### src/rtl/branch_resolve_ctrl_pkg.sv
// Shared constants and types for the D-stage branch resolution controller.
// Includes the CMP opcodes, the forwarding source codes and the FSM state type.
package branch_resolve_ctrl_pkg;

  localparam logic [7:0] CMP_NONE = 8'h00;
  localparam logic [7:0] CMP_EQ   = 8'h01;
  localparam logic [7:0] CMP_NE   = 8'h02;

  localparam logic [1:0] FWD_RF = 2'd0;
  localparam logic [1:0] FWD_E  = 2'd1;
  localparam logic [1:0] FWD_M  = 2'd2;
  localparam logic [1:0] FWD_W  = 2'd3;

  localparam int unsigned WD_W = 8;

  typedef enum logic {
    ST_IDLE = 1'b0,
    ST_WAIT = 1'b1
  } brc_state_e;

  function automatic logic [7:0] cmp_op_for(input logic br_ne);
    return br_ne ? CMP_NE : CMP_EQ;
  endfunction

endpackage

### src/rtl/branch_resolve_ctrl_if.sv
// Pipeline-side signals of the branch controller: D/E/M/W register info,
// comparator handshake and the stall / redirect controls.
interface branch_resolve_ctrl_if;
  logic       flush;
  logic       d_is_branch;
  logic       d_br_ne;
  logic [4:0] d_rs;
  logic [4:0] d_rt;
  logic [4:0] e_wa;
  logic [4:0] m_wa;
  logic [4:0] w_wa;
  logic [1:0] e_tnew;
  logic [1:0] m_tnew;
  logic       cmp_out;
  logic [7:0] cmp_op;
  logic [1:0] fwd_sel1;
  logic [1:0] fwd_sel2;
  logic       stall;
  logic       npc_br;

  modport master (
    output flush, d_is_branch, d_br_ne, d_rs, d_rt,
           e_wa, m_wa, w_wa, e_tnew, m_tnew, cmp_out,
    input  cmp_op, fwd_sel1, fwd_sel2, stall, npc_br
  );

  modport slave (
    input  flush, d_is_branch, d_br_ne, d_rs, d_rt,
           e_wa, m_wa, w_wa, e_tnew, m_tnew, cmp_out,
    output cmp_op, fwd_sel1, fwd_sel2, stall, npc_br
  );
endinterface

### src/rtl/branch_resolve_ctrl_fwd_pick.sv
// Per-operand hazard detection and CMP forwarding-source selection
// for a branch source register (Tuse = 0).
module branch_resolve_ctrl_fwd_pick
  import branch_resolve_ctrl_pkg::*;
(
  input  logic [4:0] r,
  input  logic [4:0] e_wa,
  input  logic [1:0] e_tnew,
  input  logic [4:0] m_wa,
  input  logic [1:0] m_tnew,
  input  logic [4:0] w_wa,
  output logic       haz,
  output logic [1:0] sel
);

  always_comb begin
    haz = (r != '0) &&
          (((r == e_wa) && (e_tnew != '0)) ||
           ((r == m_wa) && (m_tnew != '0)));
    sel = FWD_RF;
    // Youngest ready producer wins; $0 is never forwarded.
    if (r == '0)                             sel = FWD_RF;
    else if ((r == e_wa) && (e_tnew == '0))  sel = FWD_E;
    else if ((r == m_wa) && (m_tnew == '0))  sel = FWD_M;
    else if (r == w_wa)                      sel = FWD_W;
  end

endmodule

### src/rtl/branch_resolve_ctrl.sv
// D-stage branch controller: stalls beq/bne until operands are ready, resolves
// them through the comparator, and keeps taken/not-taken stats plus a stall watchdog.
module branch_resolve_ctrl
  import branch_resolve_ctrl_pkg::*;
#(
  parameter int unsigned CNT_W    = 32,
  parameter int unsigned WD_LIMIT = 255
) (
  input  logic                  clk,
  input  logic                  reset,
  branch_resolve_ctrl_if.slave  bus,
  output logic                  stall_timeout,
  output logic [CNT_W-1:0]      taken_cnt,
  output logic [CNT_W-1:0]      ntaken_cnt
);

  localparam logic [WD_W-1:0]  WD_LAST = WD_W'(WD_LIMIT - 1);
  localparam logic [CNT_W-1:0] CNT_ONE = {{(CNT_W-1){1'b0}}, 1'b1};

  brc_state_e      state, state_nx;
  logic            haz_rs, haz_rt, hazard;
  logic [1:0]      sel_rs, sel_rt;
  logic            stall, resolve;
  logic [WD_W-1:0] stall_run;

  branch_resolve_ctrl_fwd_pick u_pick_rs (
    .r      (bus.d_rs),
    .e_wa   (bus.e_wa),
    .e_tnew (bus.e_tnew),
    .m_wa   (bus.m_wa),
    .m_tnew (bus.m_tnew),
    .w_wa   (bus.w_wa),
    .haz    (haz_rs),
    .sel    (sel_rs)
  );

  branch_resolve_ctrl_fwd_pick u_pick_rt (
    .r      (bus.d_rt),
    .e_wa   (bus.e_wa),
    .e_tnew (bus.e_tnew),
    .m_wa   (bus.m_wa),
    .m_tnew (bus.m_tnew),
    .w_wa   (bus.w_wa),
    .haz    (haz_rt),
    .sel    (sel_rt)
  );

  assign hazard = bus.d_is_branch && !bus.flush && (haz_rs || haz_rt);

  always_ff @(posedge clk) begin
    if (reset) state <= ST_IDLE;
    else       state <= state_nx;
  end

  always_comb begin
    state_nx = state;
    stall    = 1'b0;
    resolve  = 1'b0;
    if (!reset) begin
      unique case (state)
        ST_IDLE: begin
          if (hazard) begin
            stall    = 1'b1;
            state_nx = ST_WAIT;
          end else begin
            resolve = bus.d_is_branch && !bus.flush;
          end
        end
        ST_WAIT: begin
          if (bus.flush) begin
            state_nx = ST_IDLE;
          end else if (hazard) begin
            stall = 1'b1;
          end else begin
            state_nx = ST_IDLE;
            resolve  = bus.d_is_branch;
          end
        end
        default: state_nx = ST_IDLE;
      endcase
    end
  end

  always_comb begin
    bus.stall    = stall;
    bus.cmp_op   = resolve ? cmp_op_for(bus.d_br_ne) : CMP_NONE;
    bus.npc_br   = resolve && bus.cmp_out;
    bus.fwd_sel1 = reset ? FWD_RF : sel_rs;
    bus.fwd_sel2 = reset ? FWD_RF : sel_rt;
  end

  // Timeout latches on the edge that ends the WD_LIMIT-th consecutive stall cycle.
  always_ff @(posedge clk) begin
    if (reset) begin
      stall_run     <= '0;
      stall_timeout <= 1'b0;
    end else if (stall) begin
      if (stall_run != '1) stall_run <= stall_run + WD_W'(1);
      if (stall_run == WD_LAST) stall_timeout <= 1'b1;
    end else begin
      stall_run <= '0;
    end
  end

  always_ff @(posedge clk) begin
    if (reset) begin
      taken_cnt  <= '0;
      ntaken_cnt <= '0;
    end else if (resolve) begin
      if (bus.cmp_out) taken_cnt  <= taken_cnt + CNT_ONE;
      else             ntaken_cnt <= ntaken_cnt + CNT_ONE;
    end
  end

endmodule

### src/flat_wrapper.sv
// flat-port wrapper written by rule: the top's interface ports become plain ports
module branch_resolve_ctrl_flat import branch_resolve_ctrl_pkg::*;
#(
  parameter int unsigned CNT_W    = 32,
  parameter int unsigned WD_LIMIT = 255
)
  (clk, reset, stall_timeout, taken_cnt, ntaken_cnt, bus_flush, bus_d_is_branch, bus_d_br_ne, bus_d_rs, bus_d_rt, bus_e_wa, bus_m_wa, bus_w_wa, bus_e_tnew, bus_m_tnew, bus_cmp_out, bus_cmp_op, bus_fwd_sel1, bus_fwd_sel2, bus_stall, bus_npc_br);
  branch_resolve_ctrl_if bus_i ();
  input  logic clk;
  input  logic reset;
  output logic stall_timeout;
  output logic [CNT_W-1:0] taken_cnt;
  output logic [CNT_W-1:0] ntaken_cnt;
  input wire logic [$bits(bus_i.flush)-1:0] bus_flush;
  input wire logic [$bits(bus_i.d_is_branch)-1:0] bus_d_is_branch;
  input wire logic [$bits(bus_i.d_br_ne)-1:0] bus_d_br_ne;
  input wire logic [$bits(bus_i.d_rs)-1:0] bus_d_rs;
  input wire logic [$bits(bus_i.d_rt)-1:0] bus_d_rt;
  input wire logic [$bits(bus_i.e_wa)-1:0] bus_e_wa;
  input wire logic [$bits(bus_i.m_wa)-1:0] bus_m_wa;
  input wire logic [$bits(bus_i.w_wa)-1:0] bus_w_wa;
  input wire logic [$bits(bus_i.e_tnew)-1:0] bus_e_tnew;
  input wire logic [$bits(bus_i.m_tnew)-1:0] bus_m_tnew;
  input wire logic [$bits(bus_i.cmp_out)-1:0] bus_cmp_out;
  output wire logic [$bits(bus_i.cmp_op)-1:0] bus_cmp_op;
  output wire logic [$bits(bus_i.fwd_sel1)-1:0] bus_fwd_sel1;
  output wire logic [$bits(bus_i.fwd_sel2)-1:0] bus_fwd_sel2;
  output wire logic [$bits(bus_i.stall)-1:0] bus_stall;
  output wire logic [$bits(bus_i.npc_br)-1:0] bus_npc_br;
  assign bus_i.flush = bus_flush;
  assign bus_i.d_is_branch = bus_d_is_branch;
  assign bus_i.d_br_ne = bus_d_br_ne;
  assign bus_i.d_rs = bus_d_rs;
  assign bus_i.d_rt = bus_d_rt;
  assign bus_i.e_wa = bus_e_wa;
  assign bus_i.m_wa = bus_m_wa;
  assign bus_i.w_wa = bus_w_wa;
  assign bus_i.e_tnew = bus_e_tnew;
  assign bus_i.m_tnew = bus_m_tnew;
  assign bus_i.cmp_out = bus_cmp_out;
  assign bus_cmp_op = bus_i.cmp_op;
  assign bus_fwd_sel1 = bus_i.fwd_sel1;
  assign bus_fwd_sel2 = bus_i.fwd_sel2;
  assign bus_stall = bus_i.stall;
  assign bus_npc_br = bus_i.npc_br;
  branch_resolve_ctrl #(.CNT_W(CNT_W), .WD_LIMIT(WD_LIMIT)) u_core (.clk(clk), .reset(reset), .bus(bus_i), .stall_timeout(stall_timeout), .taken_cnt(taken_cnt), .ntaken_cnt(ntaken_cnt));
endmodule
### config.mk
export PLATFORM = sky130hd
export DESIGN_NAME = branch_resolve_ctrl_flat
export DESIGN_NICKNAME = d
export VERILOG_FILES = /design/src/rtl/branch_resolve_ctrl_pkg.sv /design/src/rtl/branch_resolve_ctrl_if.sv /design/src/rtl/branch_resolve_ctrl_fwd_pick.sv /design/src/rtl/branch_resolve_ctrl.sv /design/src/flat_wrapper.sv
export SDC_FILE = /design/constraint.sdc
export NUM_CORES = 1
export LEC_CHECK = 0
export ABC_CLOCK_PERIOD_IN_PS = 3400
export BUFFER_PORTS_ARGS = -buffer_cell sky130_fd_sc_hd__buf_4
export CORE_ASPECT_RATIO = 0.5
export CORE_MARGIN = 2
export CORE_UTILIZATION = 58
export CTS_CLUSTER_SIZE = 24
export DETAILED_ROUTE_END_ITERATION = 8
export PLACE_DENSITY_LB_ADDON = 0.08
export SLEW_MARGIN = 20
export SYNTH_ARGS = -nofsm -noshare
export SYNTH_HDL_FRONTEND = slang
export SYNTH_SLANG_ARGS = --single-unit
### constraint.sdc
create_clock -name clk -period 3.4 [get_ports clk]
set_input_delay 0.34 -clock clk [delete_from_list [all_inputs] [get_ports clk]]
set_output_delay 0.34 -clock clk [all_outputs]
set_load 0.1 [all_outputs]
==> summary.md <==
| Metric | Value |
|---|---|
| Outcome | finished clean |
| Crit Path Category | in2out |
| Final worst path period need | ~2.9 ns |
| Total power draw | roughly 2000 uW |
| Synth Area in Simple Gates | 32.3% |
| Unrepaired setup endpoints after global routing | false |
| Worst Path Arrival | 2.53 ns |
| Most instantiated cells after synthesis | dfxtp_1 (73), a21oi_1 (55), o31ai_1 (50) |
| Hold Fails Final Rpt | 0 |
| Antenna violations before repair | 0 |
| HP Class | in2reg |
| Slew margin rel. | a little over half |
| CTS tree | done |
| # resized after CTS | 0 |
| Share of layout cells above drive strength 1 | 23.7% |
| Hold-fix buffers at CTS | 0 |
| Hold path startpoint | reset |
| Vias in the first global route | between 4k and 5k |
| Die area | roughly 8400 sq um |
| H-tree depth | 3 |
| Yosys top cell by area | dfxtp_1 |
| Num CTS Buffers | 9 |
| Worst R2R Start | u_core.ntaken_cnt[0] |
| CP delay by family, top | simple AND/OR/NAND/NOR gates |
| DRC errors left | 0 |
| Worst IR drop on VDD | 0.288 mV |
| Power density over cell area | between 300 and 400 nW/um^2 |
| Largest family of logic cells by synthesized area | simple AND/OR/NAND/NOR gates |
| DRT Wirelength | 12300 um |
| Clock transition at path regs | around 0.060 ns |
| Wire length per cell | roughly 17 um |
| Crit path cell chain | buf_4 > or4_4 > nor2_4 > and4b_1 > or2_2 > nor3_2 > buf_4 |
| Area Overhead vs Synth | 25.2% |
| Worst hold slack | approximately 0.34 ns |
| Synth async-reset ratio | 0% |
| ANT cells | 0 |
| Syn Inst Count | roughly 540 |
| Proportion of synthesized area in mux cells | less than 1% |
| Critical Path End Type | output port |
| Slew of the pin with the lowest slew margin | between 0.7 and 0.8 ns |
| Total grt overflow | 0 |
| Synth Area per Inst | 8.23 sq um |
| Post-CTS Setup Bufs | 0 |
| Post-synthesis compound-gate area fraction | 20.3% |
| Vias | ~4.7k |
| FP Rows | 22 |
| Worst setup SP type | input pin |
| Clk_skew | approximately 0.0050 ns |
| Top_reg_cell synth | dfxtp_1 |
| Slowest CP cell | or4_4 |
| Number of primary I/O pins | roughly 110 |
| Most frequent cell after synthesis | dfxtp_1 |
| Clk sinks | 73 |
| I/O Buffers | approximately 110 |
| Setup-failing EPs final | 0 |
| Crit path max fanout | 10 |
| Starting Density | approximately three fifths |
| Fin Setup TNS | 0 ns |
| Fin crit share | a little over four fifths |
| Synth Cell Area | 4440 sq um |
| Post-Synth Adder-Cell Area | under 10% |
| CTS max path bufs | 2 |
| Nets | 670 |
| Peak Freq | about 350 MHz |
| Max Slew Vio Count | 0 |
| CP max stage delay | around 0.54 ns |
| Crit path required time | just over 3 ns |
| 1st-iter DRT viols | about 420 |
| Synth top area share | 32.9% |
| Top cells by area, synth | dfxtp_1 (33%), o31ai_1 (8.5%), or4_1 (8.3%), a21oi_1 (6.2%), xnor2_1 (4.3%) |
| Synth Area in XOR/XNOR | roughly 6.3% |
| Die Span Y | between 60 and 70 um |
| Synth Register Bits | 73 |
| Post-DP HPWL | 8460 um |
| First-pass GRT wire length | about 20000 um |
| CP dominant cell by count | buf_4 |
| Clk Latency, worst-skew pair | 0.33 ns |
| Distinct cells, synth | between 50 and 60 |
| Filler Cells Inserted | 620 |
| Die Wd | around 130 um |
| Largest net degree at the start of global routing | 79 |
| Antenna Nets Post-Route | 0 |
| Buffer and inverter count on the worst path | 2 |
| Worst Setup SP | bus_d_rs[0] |
| CORE AREA | 7380 sq um |
| Reg2Reg Setup Slack | 1.07 ns |
| MaxCap Viol Count | 0 |
| Routability cong. | between 0.9 and 1 |
| Drt first pass iters | 6 |
| Leakage | about 0.0020 uW |
| YS warnings | 0 |
| GRT Util Overall | between 20% and 30% |
| EDFF count, synth | 0 |
| Vias/cell | roughly 6.4 |
| Sequential cell area fraction in the yosys report | approximately a third |
| Root Buffer Master | clkbuf_16 |
==> placed cells by master (no fill, tap or decap), types with 2 or more instances in the layout <==
cell type	instances
buf_4	117
dfxtp_1	73
a21oi_1	55
o31ai_1	50
or4_1	49
nand2_1	40
nand3_1	33
xnor2_1	22
nand4_1	22
and3_1	20
nor2_1	18
nor3_1	11
and4_1	11
xor2_1	10
clkbuf_16	9
o41ai_1	8
inv_1	6
conb_1	6
or2_2	4
or3_1	4
and2_1	4
nand4b_1	4
o311ai_1	4
ha_1	4
nor4_1	3
nand2b_1	3
a211oi_1	3
mux2i_1	3
nor2b_1	2
a31oi_1	2
clkinvlp_4	2
clkbuf_8	2
==> per-layer routing <==
metal | wire (um) | GRT usage [%]
met3 | 1010 | 8.74
met5 | 0 | 0
met2 | 5690 | 49.7
met4 | 206 | 10.0
met1 | 5360 | 37.7
==> path summary, 6_finish.rpt <==
| kind | endpoint | cells past startpoint |
|---|---|---|
| max reg2reg | u_core.ntaken_cnt[6] | 7 |
| max | bus_npc_br | 7 |
| min reg2reg | u_core.stall_timeout | 2 |
| min | u_core.ntaken_cnt[25] | 2 |
==> flip-flops by register name, summed over array words and instances, names as in the netlist <==
| register | cells |
|---|---|
| u_core.ntaken_cnt | 32 |
| u_core.taken_cnt | 32 |
| u_core.stall_run | 8 |
| u_core.stall_timeout | 1 |
==> logic make-up (layout without fill, tap and decap cells) <==
logic type	Yosys count	count (layout)
compound gates	136	136
xor+xnor	32	32
fa+ha+maj	4	4
buf+inv	49	139
flops	73	73
mux	4	4
other cells	1	6
simple gates	240	240
==> through the flow <==
| stage | worst slack, ns | utilization [%] | std cells | area (sq um) |
|---|---|---|---|---|
| floorplan | 0.00812 | - | 544 | 4490 |
| global placement | 0.509 | 71.6 | 716 | 5280 |
| detailed placement | 0.414 | 71.6 | 716 | 5280 |
| CTS | 0.520 | 75.3 | 730 | 5550 |
| global route | 0.465 | 75.3 | 730 | 5550 |
| finish | 0.530 | 75.3 | 730 | 5550 |
==> worst register-to-register path, cell delays in order, from the launching register on <==
cell     delay (ns)
dfxtp_1        0.41
ha_1           0.19
and3_1         0.43
nand2_1        0.28
nor3_1         0.20
buf_4          0.18
or4b_1         0.44
a21oi_1        0.15
==> power breakdown <==
group	internal [uW]	switching [uW]	leakage [uW]	total (uW)
Combinational	71.3	168	0.00130	240
Sequential	858	3.03	0.000588	861
Clock	525	339	0.000127	864
Total	1450	510	0.00202	1960
==> area by class of cell <==
class | instances | area (sq um) | share of cell area (%)
multi-input cells | 422 | 2780 | 50.0
well taps | 96 | 120 | 2.16
flip-flops and latches | 73 | 1460 | 26.3
inverters | 7 | 26.3 | 0.473
clock buffers | 12 | 256 | 4.62
clock inverters | 2 | 15.0 | 0.270
repair buffers | 118 | 898 | 16.2
(Power assumes the default switching activity.)
